[src/rtl/fifo_pkg.sv]
// fifo_pkg: helpers shared by the write- and read-side pointer controllers
// of the asynchronous FIFO.
//   bin2gray : binary -> reflected Gray code
//   gray2bin : reflected Gray code -> binary
// Both work on a fixed wide vector. Callers zero-extend their pointer into it
// and truncate the result, which is exact because leading zeros map to
// leading zeros in both directions.
package fifo_pkg;

   localparam int unsigned FIFO_CODE_W = 32;

   typedef logic [FIFO_CODE_W-1:0] fifo_code_t;

   function automatic fifo_code_t bin2gray(input fifo_code_t bin);
      return bin ^ (bin >> 1);
   endfunction

   function automatic fifo_code_t gray2bin(input fifo_code_t gray);
      fifo_code_t bin;
      bin = '0;
      bin[FIFO_CODE_W-1] = gray[FIFO_CODE_W-1];
      for (int unsigned i = 0; i < FIFO_CODE_W - 1; i++) begin
         bin[FIFO_CODE_W-2-i] = bin[FIFO_CODE_W-1-i] ^ gray[FIFO_CODE_W-2-i];
      end
      return bin;
   endfunction

endpackage

[src/rtl/nff_synchronizer.sv]
// nff_synchronizer: STAGES-deep flop chain that brings a multi-bit value
// (expected to be Gray coded, so at most one bit changes at a time) into the
// clk domain.
//   clk   - destination clock
//   rst_n - asynchronous active-low reset, clears every stage to 0
//   d     - asynchronous input
//   q     - synchronised output (last stage)
module nff_synchronizer #(
   parameter int unsigned WIDTH  = 1,
   parameter int unsigned STAGES = 2
) (
   input  logic             clk,
   input  logic             rst_n,
   input  logic [WIDTH-1:0] d,
   output logic [WIDTH-1:0] q
);

   logic [WIDTH-1:0] sync_q [STAGES];

   always_ff @(posedge clk or negedge rst_n) begin
      if (!rst_n) begin
         for (int unsigned i = 0; i < STAGES; i++) begin
            sync_q[i] <= '0;
         end
      end else begin
         sync_q[0] <= d;
         for (int unsigned i = 1; i < STAGES; i++) begin
            sync_q[i] <= sync_q[i-1];
         end
      end
   end

   assign q = sync_q[STAGES-1];

endmodule

[src/rtl/w_ptr_full_ctrl.sv]
// w_ptr_full_ctrl: write-side pointer and status controller of the async FIFO.
// Runs entirely in the w_clk domain.
//   w_clk         - write clock
//   wrst_n        - asynchronous active-low reset
//   w_en          - write request
//   r_ptr         - Gray read pointer from the read domain (asynchronous)
//   w_ptr         - registered Gray write pointer, to the read domain
//   w_addr        - binary memory write address
//   w_full        - registered full flag
//   w_almost_full - registered flag, level >= AFULL_THRESH
//   w_level       - registered write-side occupancy, 0..DEPTH
//   w_overflow    - sticky, set by a write attempt while full
// Status uses a synchronised (stale) read pointer, so it can over-report
// occupancy but never under-report it.
module w_ptr_full_ctrl
   import fifo_pkg::*;
#(
   parameter int unsigned ADDR_WIDTH   = 4,
   parameter int unsigned SYNC_STAGES  = 2,
   parameter int unsigned AFULL_THRESH = (1 << ADDR_WIDTH) - 2
) (
   input  logic                  w_clk,
   input  logic                  wrst_n,
   input  logic                  w_en,
   input  logic [ADDR_WIDTH:0]   r_ptr,
   output logic [ADDR_WIDTH:0]   w_ptr,
   output logic [ADDR_WIDTH-1:0] w_addr,
   output logic                  w_full,
   output logic                  w_almost_full,
   output logic [ADDR_WIDTH:0]   w_level,
   output logic                  w_overflow
);

   localparam int unsigned PW = ADDR_WIDTH + 1;

   // Full when the next Gray write pointer equals the synchronised read
   // pointer with its two MSBs inverted; XOR with this mask does the inversion.
   localparam logic [ADDR_WIDTH:0] FULL_MASK   = PW'(3) << (ADDR_WIDTH - 1);
   localparam logic [ADDR_WIDTH:0] AFULL_LEVEL = PW'(AFULL_THRESH);

   logic [ADDR_WIDTH:0] w_bin;
   logic [ADDR_WIDTH:0] w_bnext;
   logic [ADDR_WIDTH:0] w_gnext;
   logic [ADDR_WIDTH:0] wq_rptr;
   logic [ADDR_WIDTH:0] wq_rbin;
   logic [ADDR_WIDTH:0] level_next;
   logic                accept;
   logic                full_next;
   logic                afull_next;

   nff_synchronizer #(
      .WIDTH  (PW),
      .STAGES (SYNC_STAGES)
   ) u_rptr_sync (
      .clk   (w_clk),
      .rst_n (wrst_n),
      .d     (r_ptr),
      .q     (wq_rptr)
   );

   always_comb begin
      accept     = w_en & ~w_full;
      w_bnext    = w_bin + PW'(accept);
      w_gnext    = PW'(bin2gray(FIFO_CODE_W'(w_bnext)));
      wq_rbin    = PW'(gray2bin(FIFO_CODE_W'(wq_rptr)));
      // Modulo 2^(ADDR_WIDTH+1) subtraction stays correct across pointer wrap.
      level_next = w_bnext - wq_rbin;
      full_next  = (w_gnext == (wq_rptr ^ FULL_MASK));
      afull_next = (level_next >= AFULL_LEVEL);
   end

   always_ff @(posedge w_clk or negedge wrst_n) begin
      if (!wrst_n) begin
         w_bin         <= '0;
         w_ptr         <= '0;
         w_full        <= 1'b0;
         w_almost_full <= 1'b0;
         w_level       <= '0;
         w_overflow    <= 1'b0;
      end else begin
         w_bin         <= w_bnext;
         w_ptr         <= w_gnext;
         w_full        <= full_next;
         w_almost_full <= afull_next;
         w_level       <= level_next;
         w_overflow    <= w_overflow | (w_en & w_full);
      end
   end

   assign w_addr = w_bin[ADDR_WIDTH-1:0];

endmodule

[config.mk]
export PLATFORM = sky130hd
export DESIGN_NAME = w_ptr_full_ctrl
export DESIGN_NICKNAME = d
export VERILOG_FILES = /design/src/rtl/fifo_pkg.sv /design/src/rtl/nff_synchronizer.sv /design/src/rtl/w_ptr_full_ctrl.sv
export SDC_FILE = /design/constraint.sdc
export NUM_CORES = 1
export LEC_CHECK = 0
export CORE_MARGIN = 2
export CORE_UTILIZATION = 55
export CTS_BUF_LIST = sky130_fd_sc_hd__clkbuf_8
export CTS_CLUSTER_SIZE = 25
export DETAILED_ROUTE_END_ITERATION = 12
export GPL_TIMING_DRIVEN = 1
export HOLD_SLACK_MARGIN = 0.05
export PLACE_DENSITY = 0.85
export SETUP_SLACK_MARGIN = 0.5
export SLEW_MARGIN = 10
export SYNTH_ARGS = -nofsm -noshare
export SYNTH_HDL_FRONTEND = slang
export SYNTH_SLANG_ARGS = --single-unit
[constraint.sdc]
create_clock -name w_clk -period 3.8 [get_ports w_clk]
set_input_delay 0.76 -clock w_clk [delete_from_list [all_inputs] [get_ports w_clk]]
set_output_delay 0.76 -clock w_clk [all_outputs]
set_load 0.01 [all_outputs]
==> flow_summary.ini <==
[detailed_routing]
drt_iter0_markers = 2
wl_per_cell_um = 13.4
drc = 0
dr.pass1.iters = 4
viasPerCell = 4.99
ant_nets = 0
wl_mm = 1.95
via_count = 723

[floorplan]
core-area_um2 = 2170
num_io_pins = 25
die_y_um = 51.4
rows = 17
die_x_um = 51.4
start_util = 0.570
die-area_um2 = 2640

[critical_path]
startpoint_type = input pin
crit_arrival_ns = 3.25
crit_fanout = 8
worstSetupPathType = input pin to flop
end_kind = flop
worst_ep_required_time_ns = 3.98

[timing]
setup_slack_ns = 0.729
hold_viol = 0
finalSetupViolCount = 0
grt_setup_unrepaired = false
finalCriticalPeriod_ns = 3.07
fmax_mhz = 326
slew_violations = 0
finalClockSkew_ns = 0.00684
fin_hold_ws_ns = 0.355
post-route-period-util = 0.808
maxSlewHeadroom = 0.633
tightest_slew_ns = 0.550
fin_tns_setup_ns = 0

[grt]
grt_start_max_net_pins = 28
gr-total-overflow = 0
grt_pass1_vias = 724
grt_pass1_wl_mm = 3.24
antenna_found_initial = 0
gr-usage-all-layers = 0.173

[clock_network]
cts_tree = yes
h-tree-depth = 1
path_clk_slew_ns = 0.09
clock_latency_ns = 0.27
clkSinkCount = 27
ctsHoldBuffers = 0
root_buffer = clkbuf_8
cts-buffers-inserted = 3
clockBufferDepth = 2

[power]
power.switching_mw = 0.551
p_int_mw = 0.926
p_comb_frac = 0.573
ir_drop_v = 0.000563
switching_share = 0.373
clkPwrFrac = 0.108
pwr-share-seq = 0.319
leakage_nw = 0.690
power_density_nw_per_um2 = 963

[place]
hpwl_mm = 1.50
preCtsSetupSlack_ns = 0.361
io_buffers = 24
gp_congestion = 0.808

[yosys]
synth_nets = 106
avgSynthCellArea_um2 = 13.6
netlist_instances = 91
ys_warn_count = 0
async_flop_share = 1.00
synth_flop_cell = dfrtp_1
seq_area_frac_synth = 0.547
synth_edf_count = 0
ys_seq_elements = 27
synth_cell_types = 31
synthesis.area_um2 = 1240

[finish]
most-common-layout-cells = dfrtp_1, clkdlybuf4s50_1, xnor2_1
fill_cells = 165
drive_above_1_share = 0.0940
syn_to_final_growth_pct = 24.1
final_common_cell = dfrtp_1
diodes = 0
final_nets = 133

[run_status]
status = finished clean

[run]
cap_viol_max_count = 0

[hold_path]
hp-class = flop to flop
==> stage by stage <==
stage / std cells / total power [mW] / area (um^2) / util
after floorplan: 91 / 1.04 / 1240 / -
after global placement: 141 / 1.28 / 1490 / 0.685
after detailed placement: 141 / 1.32 / 1490 / 0.685
after CTS: 145 / 1.48 / 1530 / 0.706
after global routing: 145 / 1.59 / 1530 / 0.707
final: 145 / 1.48 / 1530 / 0.707
==> routing by layer <==
metal / share of wire / GRT usage / vias up
met5: 0 / 0 / -
met4: 0.025 / 0.105 / 0
met3: 0.044 / 0.0322 / 8
met2: 0.52 / 0.291 / 26
met1: 0.41 / 0.204 / 337
li1: - / - / 352
==> sequential cells by signal, summed over array words and instances (netlist names) <==
| signal | flops |
|---|---|
| u_rptr_sync.q | 5 |
| u_rptr_sync.sync_q | 5 |
| w_bin | 5 |
| w_level | 5 |
| w_ptr | 4 |
| w_almost_full | 1 |
| w_full | 1 |
| w_overflow | 1 |
==> area by class of cell <==
cell class	count	area (um^2)	share of cell area
Tap cell	28	35.0	0.0228
Multi-Input combinational cell	54	512	0.334
Clock buffer	3	41.3	0.0269
Timing Repair Buffer	24	235	0.153
Sequential cell	27	676	0.440
Clock inverter	1	5.00	0.00326
Inverter	8	30.0	0.0196
==> cell families (layout without fill, tap and decap cells) <==
logic type | count (synthesis) | count (layout) | synth area share
AND/OR/NAND/NOR | 16 | 16 | 0.0830
buffers and inverters | 10 | 36 | 0.0455
adder cells (fa/ha/maj) | 7 | 7 | 0.0769
AO/OA/AOI/OAI | 10 | 10 | 0.0627
flip-flops | 27 | 27 | 0.547
XOR/XNOR | 21 | 21 | 0.185
==> what timing repair did <==
| action | 4_1_cts | 5_1_grt |
|---|---|---|
| buffers inserted | 0 | 0 |
| gates resized for setup | 0 | 1 |
| endpoints found under the setup margin | 0 | 1 |
==> critical path: stages <==
cell and delay (ns):
clkdlybuf4s50_1 0.47, nor2b_1 0.17, ha_1 0.32, nand2_1 0.11
xor2_1 0.33, inv_1 0.12, ha_1 0.35, nand2b_1 0.09
a21boi_0 0.09, or3_1 0.33, o311ai_1 0.09
==> Yosys cell counts (2+ instances only) <==
cell type,instances,area share
a21boi_0,2,0.012
dfrtp_1,27,0.55
ha_1,6,0.061
inv_1,8,0.024
nand2_1,3,0.0091
nor2b_1,3,0.015
o21ai_0,2,0.0081
xnor2_1,12,0.085
xnor2_2,2,0.026
xor2_1,5,0.035
==> power groups by stage <==
stage / registers, mW / logic [mW] / clock network [mW]
floorplan: 0.501 / 0.541 / 0
global placement: 0.470 / 0.807 / 0
detailed placement: 0.478 / 0.840 / 0
CTS: 0.470 / 0.847 / 0.164
global route: 0.486 / 0.928 / 0.175
finish: 0.471 / 0.847 / 0.160
==> worst paths after layout <==
kind                                            start                to  slack [ns]  cells after the start
worst min register to register  u_rptr_sync.sync_q[9]  u_rptr_sync.q[4]        0.35                      0
worst min-delay path            u_rptr_sync.sync_q[9]  u_rptr_sync.q[4]        0.35                      0
max in group asynchronous                      wrst_n            w_full        2.97                      1
worst max-delay path                             w_en     w_almost_full        0.73                     11
min in group asynchronous                      wrst_n        w_level[0]        0.46                      1
worst max register to register       u_rptr_sync.q[4]     w_almost_full        1.04                     10
Note: power is estimated with default switching activity, not from simulation.
